[src/rtl/dac_spi_receiver.sv]
// rtl/dac_spi_receiver.sv - serial DAC receiver/emulator: oversampled CS_N/LDAC_N/DIN/SCLK deserializer with DAC load
// Optional build macro: DAC_RX_ERR_CNT_EN adds an 8-bit saturating frame-error counter port (err_count).
module dac_spi_receiver #(
    parameter int FRAME_BITS  = 16,
    parameter int DATA_WIDTH  = 16,
    parameter int SYNC_STAGES = 2
) (
    input  logic                  clk,
    input  logic                  rst,
    input  logic                  dac_cs_n,
    input  logic                  dac_ldac_n,
    input  logic                  dac_din,
    input  logic                  dac_sclk,
    output logic [DATA_WIDTH-1:0] frame_data,
    output logic                  frame_done,
    output logic                  frame_err,
    output logic [DATA_WIDTH-1:0] dac_code,
    output logic                  dac_update,
`ifdef DAC_RX_ERR_CNT_EN
    output logic [7:0]            err_count,
`endif
    output logic                  busy
);

    // Counter holds 0..FRAME_BITS+1; FRAME_BITS+1 marks an overrun and sticks there.
    localparam int CNT_W = $clog2(FRAME_BITS + 2);
    localparam logic [CNT_W-1:0] CNT_FULL = CNT_W'(FRAME_BITS);
    localparam logic [CNT_W-1:0] CNT_OVER = CNT_W'(FRAME_BITS + 1);

    typedef enum logic [1:0] {
        S_IDLE   = 2'd0,
        S_SHIFT  = 2'd1,
        S_LOADED = 2'd2
    } state_t;

    state_t r_state;
    state_t w_next_state;

    logic [SYNC_STAGES-1:0] r_cs_sync;
    logic [SYNC_STAGES-1:0] r_ldac_sync;
    logic [SYNC_STAGES-1:0] r_din_sync;
    logic [SYNC_STAGES-1:0] r_sclk_sync;
    logic                   r_cs_hist;
    logic                   r_ldac_hist;
    logic                   r_sclk_hist;

    logic [CNT_W-1:0]       r_bit_cnt;
    logic [FRAME_BITS-1:0]  r_shift;
    logic [DATA_WIDTH-1:0]  r_frame_data;
    logic [DATA_WIDTH-1:0]  r_dac_code;
    logic                   r_frame_done;
    logic                   r_frame_err;
    logic                   r_dac_update;
`ifdef DAC_RX_ERR_CNT_EN
    logic [7:0]             r_err_count;
`endif

    logic w_cs_s;
    logic w_ldac_s;
    logic w_din_s;
    logic w_sclk_s;
    logic w_cs_fall;
    logic w_cs_rise;
    logic w_ldac_fall;
    logic w_sclk_rise;
    logic w_busy;
    logic w_good_end;
    logic w_bad_end;
    logic w_shift_en;
    logic w_cnt_clr;

    assign w_cs_s   = r_cs_sync[SYNC_STAGES-1];
    assign w_ldac_s = r_ldac_sync[SYNC_STAGES-1];
    assign w_din_s  = r_din_sync[SYNC_STAGES-1];
    assign w_sclk_s = r_sclk_sync[SYNC_STAGES-1];

    assign w_cs_fall   =  r_cs_hist   & ~w_cs_s;
    assign w_cs_rise   = ~r_cs_hist   &  w_cs_s;
    assign w_ldac_fall =  r_ldac_hist & ~w_ldac_s;
    assign w_sclk_rise = ~r_sclk_hist &  w_sclk_s;

    // Synchronizer chains plus one history flop per line; reset to idle bus levels.
    always_ff @(posedge clk or posedge rst) begin
        if (rst) begin
            r_cs_sync   <= '1;
            r_ldac_sync <= '1;
            r_din_sync  <= '0;
            r_sclk_sync <= '0;
            r_cs_hist   <= 1'b1;
            r_ldac_hist <= 1'b1;
            r_sclk_hist <= 1'b0;
        end else begin
            r_cs_sync   <= {r_cs_sync[SYNC_STAGES-2:0],   dac_cs_n};
            r_ldac_sync <= {r_ldac_sync[SYNC_STAGES-2:0], dac_ldac_n};
            r_din_sync  <= {r_din_sync[SYNC_STAGES-2:0],  dac_din};
            r_sclk_sync <= {r_sclk_sync[SYNC_STAGES-2:0], dac_sclk};
            r_cs_hist   <= w_cs_s;
            r_ldac_hist <= w_ldac_s;
            r_sclk_hist <= w_sclk_s;
        end
    end

    // FSM state register.
    always_ff @(posedge clk or posedge rst) begin
        if (rst) begin
            r_state <= S_IDLE;
        end else begin
            r_state <= w_next_state;
        end
    end

    // FSM next-state logic; a good frame end with a coincident LDAC goes straight to IDLE.
    always_comb begin
        w_next_state = r_state;
        case (r_state)
            S_IDLE: begin
                if (w_cs_fall) begin
                    w_next_state = S_SHIFT;
                end
            end
            S_SHIFT: begin
                if (w_cs_rise) begin
                    if (r_bit_cnt == CNT_FULL && !w_ldac_fall) begin
                        w_next_state = S_LOADED;
                    end else begin
                        w_next_state = S_IDLE;
                    end
                end
            end
            S_LOADED: begin
                if (w_cs_fall) begin
                    w_next_state = S_SHIFT;
                end else if (w_ldac_fall) begin
                    w_next_state = S_IDLE;
                end
            end
            default: w_next_state = S_IDLE;
        endcase
    end

    // FSM output decode: busy flag and datapath strobes; a CS_N rise masks a same-cycle SCLK edge.
    always_comb begin
        w_busy     = (r_state == S_SHIFT);
        w_good_end = (r_state == S_SHIFT) && w_cs_rise && (r_bit_cnt == CNT_FULL);
        w_bad_end  = (r_state == S_SHIFT) && w_cs_rise && (r_bit_cnt != CNT_FULL);
        w_shift_en = (r_state == S_SHIFT) && w_sclk_rise && !w_cs_rise;
        w_cnt_clr  = (r_state != S_SHIFT) && w_cs_fall;
    end

    // Bit counter and shift register, active only while a frame is being shifted.
    always_ff @(posedge clk or posedge rst) begin
        if (rst) begin
            r_bit_cnt <= '0;
            r_shift   <= '0;
        end else if (w_cnt_clr) begin
            r_bit_cnt <= '0;
        end else if (w_shift_en) begin
            r_shift <= {r_shift[FRAME_BITS-2:0], w_din_s};
            if (r_bit_cnt != CNT_OVER) begin
                r_bit_cnt <= r_bit_cnt + 1'b1;
            end
        end
    end

    // Input register and frame status pulses.
    always_ff @(posedge clk or posedge rst) begin
        if (rst) begin
            r_frame_data <= '0;
            r_frame_done <= 1'b0;
            r_frame_err  <= 1'b0;
        end else begin
            r_frame_done <= w_good_end;
            r_frame_err  <= w_bad_end;
            if (w_good_end) begin
                r_frame_data <= r_shift[DATA_WIDTH-1:0];
            end
        end
    end

    // DAC register: loads on any LDAC_N fall, taking the just-completed frame if it ends this cycle.
    always_ff @(posedge clk or posedge rst) begin
        if (rst) begin
            r_dac_code   <= '0;
            r_dac_update <= 1'b0;
        end else begin
            r_dac_update <= w_ldac_fall;
            if (w_ldac_fall) begin
                r_dac_code <= w_good_end ? r_shift[DATA_WIDTH-1:0] : r_frame_data;
            end
        end
    end

`ifdef DAC_RX_ERR_CNT_EN
    // Saturating count of bad frames since reset.
    always_ff @(posedge clk or posedge rst) begin
        if (rst) begin
            r_err_count <= '0;
        end else if (w_bad_end && r_err_count != 8'hFF) begin
            r_err_count <= r_err_count + 8'd1;
        end
    end

    assign err_count = r_err_count;
`endif

    assign frame_data = r_frame_data;
    assign frame_done = r_frame_done;
    assign frame_err  = r_frame_err;
    assign dac_code   = r_dac_code;
    assign dac_update = r_dac_update;
    assign busy       = w_busy;

endmodule

[config.mk]
export PLATFORM = sky130hd
export DESIGN_NAME = dac_spi_receiver
export DESIGN_NICKNAME = d
export VERILOG_FILES = /design/src/rtl/dac_spi_receiver.sv
export SDC_FILE = /design/constraint.sdc
export NUM_CORES = 1
export LEC_CHECK = 0
export ABC_AREA = 1
export CAP_MARGIN = 20
export CORE_MARGIN = 5
export CORE_UTILIZATION = 30
export CTS_BUF_LIST = sky130_fd_sc_hd__clkbuf_8
export DETAILED_ROUTE_END_ITERATION = 8
export SYNTH_ARGS = -nofsm -noshare
export SYNTH_HDL_FRONTEND = slang
export SYNTH_SLANG_ARGS = --single-unit
[constraint.sdc]
create_clock -name clk -period 3.2 [get_ports clk]
set_input_delay 0.64 -clock clk [delete_from_list [all_inputs] [get_ports clk]]
set_output_delay 0.64 -clock clk [all_outputs]
set_load 0.02 [all_outputs]
-- Word level (Yosys, flattened, before mapping)
Index checks and enable logic that the tools add are counted.
- add/sub/neg operators: 1
- $mul: 0
- divide/modulo/power cells: 0
- $lt $le $gt $ge: 0
- equality and inequality tests: 9
- shifts and indexed selects: 0
- mux-type cells: 10
- bitwise logic cells: 9
- reduce and logical (&&, ||, !) cells: 15
- operator list (kind ; count):
    $mux W16 ; 1
    $mux W5 ; 3
    $mux W2 ; 5
    $ne A5 B5 Y1 const B ; 2
    $logic_and A1 B1 Y1 ; 7
    $pmux W2 S3 ; 1
    $add A5 B1 Y5 const B ; 1
    $eq A5 B5 Y1 const B ; 1
    $not A1 Y1 ; 5
    $and A1 B1 Y1 ; 4
    $ne A2 B1 Y1 const B ; 2
    $reduce_and A2 Y1 ; 2
    $reduce_bool A2 Y1 ; 2
    $ne A3 B3 Y1 const B ; 1
    $reduce_and A3 Y1 ; 1
    $eq A2 B1 Y1 const B ; 1
    $eq A2 B2 Y1 const B ; 1
    $logic_not A1 Y1 ; 2
    $logic_not A2 Y1 ; 1
    $ne A2 B2 Y1 const B ; 1
- bits in registers: 69
- bits in latches: 0
- RAM bits: 0
- memory bits (read-only): 0
- output and inout bits: 36
- logic and storage cells: 59
- memories: 0

-- Depth between registers and ports, before layout
Gate-level depths: netlist of run 1.
- word-level depth: 7
- gate-level depth with buffers: 8
- mapped depth without buffers: 8

-- Worst setup path before layout of run 1
No wires, ideal clock.
- kind: register to register
- from: reg r_bit_cnt[0]
- to: reg r_frame_data[9], in the netlist frame_data[9]
- setup time: 119 ps
- arrival time: 1296 ps
- data required time: 3081 ps
- setup slack: 1785 ps
- cell stages (with the launch flop): 8
- buffers on the path: 1
- period minus slack after synthesis: 1415 ps
- cell sequence: dfrtp_1 > inv_1 > ha_1 > inv_1 > nor2_8 > buf_12 > nand3_2 > and2_1
- word-level cells in the longest chain between the ends: 3
- ends and longest elaborated chain (element ; line ; RTL):
    start, declared ; 47 ; logic [CNT_W-1:0] r_bit_cnt;
    start signal, assigned ; 160 ; r_bit_cnt <= r_bit_cnt + 1'b1;
    $eq A5 B5 Y1 ; 144 ; w_good_end = (r_state == S_SHIFT) && w_cs_rise && (r_bit_cnt == CNT_FULL);
    $logic_and A1 B1 Y1 ; 144 ;
    $mux W16 ; - ;
    end signal, assigned ; 175 ; r_frame_data <= r_shift[DATA_WIDTH-1:0];
    end, declared ; 49 ; logic [DATA_WIDTH-1:0] r_frame_data;
Every way passes these cells.
A chain may end at the register's enable or synchronous reset.

-- Worst setup path after layout of run 1
- from: reg r_state[1]
- to: out busy
- word-level cells in the longest chain between the ends: 1
- ends and longest elaborated chain (element ; line ; RTL):
    start, declared ; 36 ; state_t r_state;
    start signal, assigned ; 108 ; r_state <= w_next_state;
    $eq A2 B1 Y1 ; 143 ; w_busy = (r_state == S_SHIFT);
    end, declared ; 22 ; output logic busy
Every way passes these cells.

==> key figures, run 1 <==
Status
  • Status: finished clean

Logic synthesis
  • Synth top area cells: dfrtp_1, nand2_1, inv_1, dfstp_2, nand3_1
  • Yosys warns: 0
  • Sequential element share of the synthesized area: 0.571
  • Mapped cell area: around 3000 µm²
  • Syn_area_per_cell: 9.79 µm²
  • Synth top area share: 0.519
  • Yosys reg bits: 69
  • Mapped Nets: 319
  • Distinct cells, synth: 27
  • Synth area leader: dfrtp_1
  • Synth Instances: 310

Global route
  • Total gr overflow: 0
  • First-pass GRT wire length: 10,300 µm
  • Largest net degree at the start of global routing: 39
  • Antenna violations before repair: 0
  • All-Layer GR Usage: 0.104
  • Vias in the first global route: between 2,000 and 2,500

Floorplan
  • Total die area: around 12,000 µm²
  • Row cnt: 36
  • Die height: 111 µm
  • Die Wd: between 100 and 150 µm
  • Core area: 9820 µm²
  • Starting Density: 0.309
  • I/O pin count: 42

Drt
  • Post-DRT Antenna Nets: 0
  • Total wire length: approximately 5800 µm
  • Vias post-DR: 2,056
  • Drt via density: 4.18
  • WL per Instance: between 10 and 15 µm
  • Initial drt markers: 72
  • Drt first pass iters: 4
  • DRC: 0

Timing
  • Max Clk Rate: between 400 and 500 MHz
  • Slew Limit Headroom: 0.546
  • Final Hold Vio Count: 0
  • Worst Hold Slack: about 0.35 ns
  • Slew Limit Fails: 0
  • Worst-margin pin slew: a little under 0.7 ns
  • Final setup violation count: 0
  • Final worst slack: 1.01 ns
  • Final worst-path cycle share: 0.685
  • Min Tclk post-route: 2.19 ns
  • Clock Skews: around 0.0047 ns
  • RSZ-0062 raised after global routing: no
  • Setup_tns: 0 ns

Clock network
  • TritonCTS clock tree: yes
  • Clock root buffer: clkbuf_8
  • Clk_lat worst skew: 0.34 ns
  • H-tree Lvls: 3
  • PostCTS Resize Cnt: 0
  • CTS Buf Count: 9
  • Clock transition at path regs: 0.07 ns
  • Post-CTS Setup Bufs: 0
  • CTS Hold Bufs: 0
  • Clk sink count: 69
  • Clock Path Buffers: 2

Placed design
  • Port Buf Inserts: 41
  • DP HPWL: 3950 µm
  • Dpl ws: ~1.3 ns
  • Global placement routability congestion: approximately 0.67

Worst setup path
  • Slowest-stage cell, CP: clkdlybuf4s50_1
  • CP Capture Type: output port
  • Data required, critical path: 2.56 ns
  • Worst-path cell chain: nor2_4 > clkdlybuf4s50_1
  • CP delay by family, top: buffers and inverters
  • Worst-path maximum fanout: 3
  • Startpoint Class: flop
  • Buffers & Inverters on Critical Path: 1
  • CP arrival: 1.55 ns
  • Largest stage delay, worst path: 0.63 ns
  • Crit path kind: flop to output port
  • R2R Setup Slk: around 1.5 ns

Finish
  • Post-Route Utilization: 0.381
  • Most frequent cells in the layout: nand2_1, dfrtp_1, inv_1
  • Fillcell total: 1,018
  • Layout Nets: roughly 360
  • # diodes: 0
  • Commonest non-fill, non-tap cell in the layout: nand2_1
  • Area Overhead vs Synth: 23.4%
  • Ratio of cells with drive above 1 in the final layout: 0.164
  • Seq. cell area: 1730 µm²
  • Area of the multi-input gates: 1030 µm²

Pwr
  • Leak pwr: 1.72 nW
  • Power Density: 487 nW/µm²
  • Max IR drop VDD: 0.235 mV
  • Tot Pwr: 1.82 mW

Job
  • Total of max-cap violations: 0

Worst hold path
  • Hold WC Path Type: flop to flop
-- kinds of logic after synthesis --
logic type | Yosys count | synth area share
buffers and inverters | 59 | 0.0886
DFF | 69 | 0.571
AOI/OAI and AO/OA | 35 | 0.0684
and+or+nand+nor | 143 | 0.256
xor gates and xnor gates | 1 | 0.00289
adders and majority gates | 3 | 0.0124
-- cell usage after synthesis --
cell type	n
clkbuf_1	4
inv_2	4
o21ai_2	8
nand4_1	5
nor2_2	3
dfstp_2	6
dfrtp_1	63
nand2_2	2
inv_1	45
a21oi_1	1
and2_1	16
nor2_4	2
o21ai_1	3
nand3_1	25
nand3_4	1
buf_12	1
nor2_8	2
o21a_1	1
buf_6	4
nand2_4	2
nand3_2	11
nand2_1	70
buf_2	1
nor2_1	4
ha_1	3
xor2_1	1
o21ai_0	22
-- routing by layer --
| layer | up-vias | part of all wire | GRT usage |
|---|---|---|---|
| met5 | - | 0 | 0 |
| met2 | 49 | 0.46 | 0.162 |
| li1 | 1061 | - | - |
| met4 | 0 | 0.015 | 0.0435 |
| met3 | 7 | 0.052 | 0.0405 |
| met1 | 939 | 0.47 | 0.129 |
-- area by class of cell --
| cell class | instances | area share |
|---|---|---|
| Clock inverter | 6 | 0.0144 |
| Clock buffer | 10 | 0.0367 |
| Inverter | 49 | 0.0491 |
| Multi-Input combinational cell | 182 | 0.276 |
| Tap cell | 133 | 0.0444 |
| Timing Repair Buffer | 43 | 0.117 |
| Sequential cell | 69 | 0.463 |
-- worst paths after layout --
kind	cells after the start	startpoint	to
worst min-delay path	0	r_sclk_sync[0]$_DFF_PP0_	r_sclk_sync[1]$_DFF_PP0_
worst max register to register	7	r_cs_hist$_DFF_PP1_	r_bit_cnt[4]$_DFFE_PP0P_
min in group asynchronous	2	rst	r_din_sync[1]$_DFF_PP0_
max in group asynchronous	3	rst	r_bit_cnt[4]$_DFFE_PP0P_
worst max-delay path	2	r_state[1]$_DFFE_PP0P_	busy
worst min register to register	0	r_sclk_sync[0]$_DFF_PP0_	r_sclk_sync[1]$_DFF_PP0_
-- sequential cells by signal (all words and copies together), names as in the netlist --
register	cells
frame_done	1
r_cs_hist	1
r_sclk_hist	1
r_state	2
frame_data	16
r_cs_sync	2
r_bit_cnt	5
r_din_sync	2
r_sclk_sync	2
r_shift	16
r_ldac_sync	2
dac_update	1
frame_err	1
dac_code	16
r_ldac_hist	1
-- stage by stage --
step                      instance area, µm²  cells
after floorplan                         3040    310
after global placement                  3550    476
after detailed placement                3550    476
after CTS                               3750    492
after global routing                    3750    492
final                                   3750    492
-- report_power, final --
group / total [mW] / switching [mW] / internal, mW / leakage, nW
combinational: 0.191 / 0.135 / 0.0569 / 0.687
clock: 0.682 / 0.309 / 0.373 / 0.107
sequential: 0.950 / 0.0299 / 0.920 / 0.924
total: 1.82 / 0.474 / 1.35 / 1.72
(Power assumes the default switching activity.)
==> inputs of run 2 (changes only) <==
- clock period: 3.2 -> 2 ns (I/O delays scaled with it)
==> key figures, run 2 (synthesized netlist as in run 1, its figures left out) <==
Global route
  • First-pass GRT wire length: 10,400 µm
  • Vias in the first global route: 2,093
  • Largest net degree at the start of global routing: 30
  • Antenna violations before repair: 0
  • Total gr overflow: 0
  • All-Layer GR Usage: 0.106

Floorplan
  • Core area: 9820 µm²
  • Row cnt: 36
  • Starting Density: 0.309
  • I/O pin count: between 40 and 50
  • Die Wd: 111 µm
  • Die height: 111 µm
  • Total die area: 12,200 µm²

Placed design
  • Dpl ws: 0.399 ns
  • Port Buf Inserts: 41
  • DP HPWL: 4070 µm
  • Placed Area: between 3000 and 4000 µm²
  • Placed instance count: 478
  • Global placement routability congestion: 0.731

Worst setup path
  • Largest stage delay, worst path: 0.62 ns
  • R2R depth: 6
  • R2R Setup Slk: 0.40 ns
  • Data required, critical path: 1.60 ns
  • CP Capture Type: output port
  • Worst-path maximum fanout: 1
  • Crit path from: frame_done$_DFF_PP0_
  • CP arrival: 1.32 ns
  • Worst r2r src: r_bit_cnt[0]$_DFFE_PP0P_
  • CP delay by family, top: buffers and inverters
  • Buffers & Inverters on Critical Path: 1
  • Worst-path cell chain: clkdlybuf4s50_1
  • Stages on worst setup path: 1
  • Crit path kind: flop to output port
  • Startpoint Class: flop
  • Reg2Reg Capture Point: frame_data[15]$_DFF_PP0_
  • Slowest-stage cell, CP: clkdlybuf4s50_1

Drt
  • Vias post-DR: 2,104
  • WL per Instance: 12.2 µm
  • Drt via density: ~4.3
  • Initial drt markers: between 100 and 150
  • Drt first pass iters: 4
  • Total wire length: approximately 6000 µm
  • Post-DRT Antenna Nets: 0
  • DRC: 0

Finish
  • Area Overhead vs Synth: 24.7%
  • Most frequent cells in the layout: nand2_1, dfrtp_1, inv_1
  • Commonest non-fill, non-tap cell in the layout: nand2_1
  • Ratio of cells with drive above 1 in the final layout: 0.172
  • Post-Route Utilization: 0.385
  • Fillcell total: approximately 1,000
  • # diodes: 0
  • Finished Layout Cells: ~490
  • Design area: 3780 µm²
  • Layout Nets: ~370

Timing
  • Min Tclk post-route: 1.72 ns
  • RSZ-0062 raised after global routing: no
  • Slew Limit Fails: 0
  • Clock Skews: approximately 0.0071 ns
  • Final worst slack: approximately 0.28 ns
  • Worst-margin pin slew: 0.576 ns
  • Slew Limit Headroom: 0.615
  • Final worst-path cycle share: 0.862
  • Final Hold Vio Count: 0
  • Setup_tns: 0 ns
  • Final setup violation count: 0
  • Max Clk Rate: slightly below 600 MHz

Worst hold path
  • Hold WC Path Type: flop to flop
  • Hold_sp: r_din_sync[0]$_DFF_PP0_
  • Hold Path Depth: 0
  • Worst Hold End: r_din_sync[1]$_DFF_PP0_

Status
  • Status: finished clean

Job
  • Total of max-cap violations: 0

Clock network
  • Clk_lat worst skew: 0.34 ns
  • Clock Path Buffers: 2
  • Clock root buffer: clkbuf_8
  • Clock transition at path regs: 0.07 ns
  • Post-CTS Setup Bufs: 0
  • CTS Hold Bufs: 0
  • Clk sink count: 69
  • TritonCTS clock tree: yes
  • PostCTS Resize Cnt: 0
  • CTS Buf Count: 9
  • H-tree Lvls: 3

Pwr
  • Clock power share: 0.371
  • Gate power share: 0.107
  • Leak pwr: 1.74 nW
  • Pint: 2.15 mW
  • Sw frac: 0.263
  • Power Density: 771 nW/µm²
  • Switching Power: 0.768 mW
  • Sequential cell fraction of total power: 0.521
  • Max IR drop VDD: 0.356 mV
## run 2: area by class of cell
class / count / area, µm² / share of cell area
Clock buffer: 13 / 179 / 0.0473
Clock inverter: 3 / 17.5 / 0.00463
Multi-Input combinational cell: 182 / 1030 / 0.273
Timing Repair Buffer: 45 / 468 / 0.124
Inverter: 49 / 188 / 0.0496
Sequential cell: 69 / 1730 / 0.458
Tap cell: 133 / 166 / 0.0440
## run 2: per-stage QoR
| step | hold slack, ns | power [mW] |
|---|---|---|
| 2_1_floorplan | 0.331 | 1.78 |
| 3_3_place_gp | 0.334 | 1.85 |
| 3_5_place_dp | 0.336 | 1.87 |
| 4_1_cts | 0.347 | 2.97 |
| 5_1_grt | 0.364 | 3.08 |
| 6_report | 0.348 | 2.92 |
## run 2: worst max-delay path by stage
stage                                          to  slack, ns
after floorplan           frame_data[9]$_DFF_PP0_       0.58
after global placement                       busy       0.40
after detailed placement                     busy       0.40
after CTS                                    busy       0.01
after global routing                frame_data[2]       0.19
final                                  frame_done       0.28
## run 2: metal layers
| layer | global-route usage | routed length [µm] | up-vias |
|---|---|---|---|
| met4 | 0.0443 | 88 | 0 |
| met3 | 0.0405 | 339 | 9 |
| li1 | - | - | 1067 |
| met1 | 0.132 | 2730 | 977 |
| met5 | 0 | 0 | - |
| met2 | 0.166 | 2850 | 51 |
## run 2: power by group through the flow
stage / Clock, mW / Combinational (mW) / Sequential (mW)
after floorplan: 0 / 0.236 / 1.54
after global placement: 0 / 0.312 / 1.54
after detailed placement: 0 / 0.323 / 1.54
after CTS: 1.13 / 0.324 / 1.52
after global routing: 1.19 / 0.360 / 1.53
final: 1.08 / 0.313 / 1.52
==> inputs of run 3 (changes only) <==
- CTS_BUF_LIST: sky130_fd_sc_hd__clkbuf_8 -> sky130_fd_sc_hd__clkbuf_8 sky130_fd_sc_hd__clkbuf_16
==> results of run 3 <==
No change in the layout: final DEF, timing and power equal those of run 2.
